[config.mk]
export PLATFORM = sky130hd
export DESIGN_NAME = powlib_cntr
export DESIGN_NICKNAME = d
export VERILOG_FILES = /design/src/rtl/powlib_cntr_pkg.sv /design/src/rtl/powlib_flipflop.sv /design/src/rtl/powlib_cntr.sv
export SDC_FILE = /design/constraint.sdc
export NUM_CORES = 1
export LEC_CHECK = 0
export BUFFER_PORTS_ARGS = -buffer_cell sky130_fd_sc_hd__buf_4
export CAP_MARGIN = 20
export CORE_ASPECT_RATIO = 0.7
export CORE_UTILIZATION = 50
export CTS_BUF_LIST = sky130_fd_sc_hd__clkbuf_4 sky130_fd_sc_hd__clkbuf_8
export CTS_CLUSTER_SIZE = 12
export DETAILED_ROUTE_END_ITERATION = 12
export PLACE_DENSITY = 0.87
export SLEW_MARGIN = 20
export SYNTH_ARGS = -nofsm -noshare
export SYNTH_HDL_FRONTEND = slang
export SYNTH_SLANG_ARGS = --single-unit
[constraint.sdc]
create_clock -name clk -period 3.9 [get_ports clk]
set_input_delay 0.195 -clock clk [delete_from_list [all_inputs] [get_ports clk]]
set_output_delay 0.195 -clock clk [all_outputs]
set_load 0.02 [all_outputs]
[src/rtl/powlib_cntr_pkg.sv]
// Shared powlib helper functions used across the counter slice.
package powlib_cntr_pkg;

  // Bits needed to index 'value' entries (minimum 1).
  function automatic int unsigned powlib_clogb2(input int unsigned value);
    int unsigned v;
    int unsigned r;
    v = (value > 1) ? value - 1 : 1;
    r = 0;
    while (v > 0) begin
      r = r + 1;
      v = v >> 1;
    end
    return r;
  endfunction

  // Binary to reflected Gray code.
  function automatic logic [31:0] powlib_grayencode(input logic [31:0] bin);
    return bin ^ (bin >> 1);
  endfunction

endpackage

[src/rtl/powlib_flipflop.sv]
// Generic W-bit state register with synchronous reset and optional enable.
module powlib_flipflop #(
  parameter int unsigned W    = 1,
  parameter int          INIT = 0,
  parameter bit          EVLD = 0
) (
  input  logic         clk,
  input  logic         rst,
  input  logic         vld,
  input  logic [W-1:0] d,
  output logic [W-1:0] q
);

  localparam logic [W-1:0] INIT_W = W'(INIT);

  // Reset to INIT; otherwise capture d when enabled (or every cycle if EVLD=0).
  always_ff @(posedge clk) begin
    if (rst) begin
      q <= INIT_W;
    end else if (!EVLD || vld) begin
      q <= d;
    end
  end

endmodule

[src/rtl/powlib_cntr.sv]
// Up/down counter with clear, optional load and optional external step.
// Optional simulation checks are compiled in when POWLIB_CNTR_CHECKS_EN is defined.
module powlib_cntr
  import powlib_cntr_pkg::*;
#(
  parameter int unsigned W    = 16,
  parameter int          X    = 1,
  parameter int          INIT = 0,
  parameter int          ELD  = 1,
  parameter int          EDX  = 0,
  parameter int          EAR  = 0
) (
  input  logic         clk,
  input  logic         rst,
  output logic [W-1:0] cntr,
  input  logic         adv,
  input  logic         clr,
  input  logic         ld,
  input  logic [W-1:0] nval,
  input  logic [W-1:0] dx
);

  localparam logic [W-1:0] X_W    = W'(X);
  localparam logic [W-1:0] INIT_W = W'(INIT);
  localparam bit           LD_EN  = (ELD != 0);
  localparam bit           DX_EN  = (EDX != 0);

  logic [W-1:0] step_c;
  logic [W-1:0] nxt_c;
  logic         ld_c;
  logic         vld_c;

  // EAR is kept for instantiation compatibility; reset is always synchronous.
  if (EAR != 0) begin : g_ear_compat
  end

  // Inputs that a given configuration ignores are folded into a sink.
  logic unused_in;
  assign unused_in = ^{dx, nval, ld};

  // Next-state and enable: clr beats ld, ld beats adv; rst is handled in the register.
  always_comb begin
    step_c = X_W;
    nxt_c  = cntr;
    ld_c   = 1'b0;
    vld_c  = 1'b0;
    if (DX_EN) begin
      step_c = dx;
    end
    ld_c  = LD_EN && ld;
    vld_c = clr || ld_c || adv;
    if (clr) begin
      nxt_c = INIT_W;
    end else if (ld_c) begin
      nxt_c = nval;
    end else begin
      nxt_c = cntr + step_c;
    end
  end

  powlib_flipflop #(
    .W    (W),
    .INIT (INIT),
    .EVLD (1'b1)
  ) u_state (
    .clk (clk),
    .rst (rst),
    .vld (vld_c),
    .d   (nxt_c),
    .q   (cntr)
  );

`ifdef POWLIB_CNTR_CHECKS_EN
  // Elaboration sanity checks on the configuration.
  initial begin
    if (W < 1) begin
      $display("powlib_cntr: fatal: W must be at least 1 (W=%0d)", W);
      $finish;
    end
    if ((ELD != 0 && ELD != 1) || (EDX != 0 && EDX != 1)) begin
      $display("powlib_cntr: fatal: ELD and EDX must be 0 or 1 (ELD=%0d EDX=%0d)", ELD, EDX);
      $finish;
    end
  end

  // Warn when clear and load collide; clear wins.
  always @(posedge clk) begin
    if (!rst && ld && clr) begin
      $display("powlib_cntr: warning: ld and clr asserted together at %0t", $time);
    end
  end
`endif

endmodule

Yosys cells after proc, flatten, opt, wreduce, memory -nomap -nowiden:

Index checks and enable logic that the tools add are counted.

* register bits after elaboration: 16
* output and inout bits: 16
* logic and storage cells: 6

* add/sub/neg operators: 1
* muxes and demuxes: 2
* reductions and logical operators: 2

Operator list (count)
* $mux 16: 2
* $add 16x1->16 const B: 1
* $logic_or 1x1->1: 2

Longest topological paths before layout:

* depth after elaboration: 3
* depth in mapped cells: 6
* mapped depth without buffers: 5

Cells and area by module:

A second synthesis with hierarchy kept.

* cells, all modules: 135
* area total of the unflattened synthesis: 1143.6 µm²

Modules (own cells, without submodules)
* powlib_flipflop: instances 1, cells an instance 52, area an instance 580.6 µm²
* powlib_cntr: instances 1, cells an instance 83, area an instance 563.0 µm²

Worst setup path before layout:

OpenSTA, ideal clock, no wires.

* path kind: flip-flop to flip-flop
* from: reg u_state.q[8]
* to: reg u_state.q[14]
* library setup time: 0.074 ns
* arrival: 1.648 ns
* slack: 2.178 ns
* cell stages (with the launch flop): 5
* clock period less this slack: 1.722 ns
* path through: dfxtp_1 -> nand4_2 -> or3_1 -> or4_1 -> a31oi_1

* longest elaborated chain between the ends: 3

RTL lines
* start, declared: RTL line powlib_flipflop.sv:11 `output logic [W-1:0] q`
* start signal, assigned: RTL line powlib_flipflop.sv:19 `q <= INIT_W;`
* start signal, assigned: RTL line powlib_flipflop.sv:21 `q <= d;`
* $add 16x1->16: RTL line powlib_cntr.sv:57 `nxt_c = cntr + step_c;`
* $mux 16: RTL line powlib_cntr.sv:54 `end else if (ld_c) begin`
* $mux 16: RTL line powlib_cntr.sv:52 `if (clr) begin`

Every way passes these cells.
A chain may end at the register's enable or synchronous reset.

Final worst setup path:

Ends and elaborated chain as after synthesis.

==> results.tsv <==
stage	metric	value	unit
flow_run	drv_cap	0	
pwr	cellPowerDensity	277	nW/µm²
setup_path	crit_path_start_kind	flip-flop	
final_layout	largest-register	u_state.q	
outcome	status	finished, final reports clean	
clock_tree	holdBufCountCts	0	
pwr	p_leak	0.551	nW
final_layout	largest_register_ffs	16	
clock_tree	post_cts_buffers	0	
clock_tree	cts_max_path_buffers	2	
synthesis	synth_top_cell_by_area	dfxtp_1	
synthesis	syn_area	1020	µm²
setup_path	worstPathRequired	4.14	ns
setup_path	path_max_fanout	8	
sta	min_period	1.75	ns
detailed_routing	ant_nets	0	
setup_path	cp_slowest_cell	dfxtp_1	
sta	grt_setup_unrepaired	false	
pwr	peakVddDrop	0.266	mV
final_layout	num_antenna_cells	0	
detailed_routing	dr.pass1.iters	5	
synthesis	synth_top_area_frac	0.314	
clock_tree	path_clk_slew	0.10	ns
floorplan	chipHeight	39.8	µm
clock_tree	cts_sinks	16	
final_layout	reg.largest.list	u_state.q (16)	
place	dp_hpwl	2.08	mm
place	port_buffers	36	
sta	slew_headroom	0.669	
floorplan	chipWidth	55.9	µm
place	place_area	1290	µm²
clock_tree	cts_resized	0	
detailed_routing	drcViolationCount	0	
detailed_routing	via_count	1209	
sta	finalCritPeriodShare	0.450	
sta	tightest_slew	0.496	ns
setup_path	worstPathBufferInverterCount	0	
global_route	grt_max_degree	23	
detailed_routing	wl_per_cell	15.3	µm
setup_path	critical_path.top_delay_family	simple AND/OR/NAND/NOR gates	
synthesis	synthDistinctLibCells	35	
sta	fin_hold_ws	0.107	ns
sta	finClkSkew	0.00361	ns
clock_tree	numCtsBuffers	3	
place	globalplace.congestion	0.882	
global_route	antenna_found_initial	0	
sta	max_freq	570	MHz
final_layout	layout_commonest_cell	buf_4	
synthesis	synth.area.top_cells	dfxtp_1 31%, nand2_1 6.3%, a21oi_1 5.4%	
setup_path	worstPathCellList	nand4_2 -> or3_1 -> or4_1 -> a31oi_1	
synthesis	ys.flop_type	dfxtp_1	
floorplan	core-area	1890	µm²
final_layout	syn_to_final_growth	30.6	%
sta	hold_viol_final	0	
global_route	grt_pass1_vias	1021	
final_layout	drive_above_1_share	0.257	
floorplan	io_pins	53	
worst_hold_path	hp-class	in -> reg	
clock_tree	clock_latency	0.30	ns
clock_tree	clockRootBuffer	clkbuf_4	
global_route	grt_pass1_wl	4.67	mm
detailed_routing	viasPerCell	6.26	
setup_path	end_kind	flip-flop	
synthesis	synth_edf_count	0	
floorplan	rows	13	
synthesis	syn_area_per_cell	7.43	µm²
synthesis	syn_inst	137	
clock_tree	tritoncts	yes	
final_layout	final_area	1330	µm²
floorplan	die-area	2220	µm²
synthesis	postSynth.asyncResetShare	0	
sta	setup_tns	0	ns
setup_path	r2r_slack	2.15	ns
pwr	power	0.368	mW
final_layout	layout_common_cells	36 x buf_4, 17 x nand2_1, 16 x dfxtp_1	
clock_tree	h-tree-depth	1	
sta	drv_slew	0	
setup_path	crit_arrival	1.99	ns
detailed_routing	drt-initial-drc-count	109	
global_route	grtUsageTotal	0.281	
setup_path	worstSetupPathType	reg -> reg	
synthesis	yosysWarnings	0	
global_route	grt-ovfl-total	0	
floorplan	initial_utilization	0.540	
synthesis	ys_ff_latch	16	
final_layout	nets	210	
detailed_routing	wirelength	2.95	mm
synthesis	mappedNetlistNets	175	
synthesis	seq_area_frac_synth	0.314	
setup_path	critPathMaxStageDelay	0.47	ns
final_layout	num-fill-cells	148	
sta	finalSetupViolations	0	
## Yosys cell counts (2+ instances only)
library cell	instances
xnor2_1	4
nand2_1	17
nand4_1	5
or3_1	2
a211oi_1	6
mux2i_1	5
a22o_1	2
o31ai_1	2
nor2_1	11
and3_1	3
dfxtp_1	16
inv_1	5
a31oi_1	2
o21ai_0	7
a21o_1	3
nand3_1	7
nor4_1	2
a21oi_1	11
clkbuf_1	5
nor3_1	7
## power breakdown
part           switching [mW]  internal, mW  total (mW)
combinational          0.0381        0.0338      0.0720
sequential            0.00958         0.170       0.179
clock                  0.0600        0.0570       0.117
## layer usage
metal / share of wire / GRT usage / wire (µm) / vias to the layer above
met5: 0 / 0 / 0 / -
met2: 0.45 / 0.455 / 1320 / 79
li1: - / - / - / 573
met4: 0.012 / 0.0915 / 36 / 0
met1: 0.44 / 0.370 / 1310 / 549
met3: 0.098 / 0.0759 / 288 / 8
## logic make-up after synthesis
group	share of synthesized area
buffers and inverters	0.0405
adders and majority gates	0.0123
and+or+nand+nor	0.318
DFF	0.314
muxes	0.0491
AOI/OAI and AO/OA	0.222
xor gates and xnor gates	0.0430
## stage by stage
step | worst slack [ns] | utilization | instances
global placement | 2.21 | 0.686 | 189
floorplan | 2.18 | - | 137
finish | 2.15 | 0.705 | 193
detailed placement | 2.18 | 0.686 | 189
global route | 2.05 | 0.705 | 193
CTS | 2.15 | 0.705 | 193
## worst paths after layout
| kind | start | to | cells after the start |
|---|---|---|---|
| worst max-delay path | u_state.q[8] | u_state.q[14] | 4 |
| worst min-delay path | rst | u_state.q[7] | 2 |
| worst max register to register | u_state.q[8] | u_state.q[14] | 4 |
| worst min register to register | u_state.q[13] | u_state.q[13] | 1 |
## area by class of cell
cell class              count  area, µm²  share of cell area
repair buffers             36        270               0.203
well taps                  22       27.5              0.0207
clock buffers               4       36.3              0.0273
inverters                   5       18.8              0.0141
multi-input cells         110        657               0.494
flip-flops and latches     16        320               0.241
Note: power is estimated with default switching activity, not from simulation.
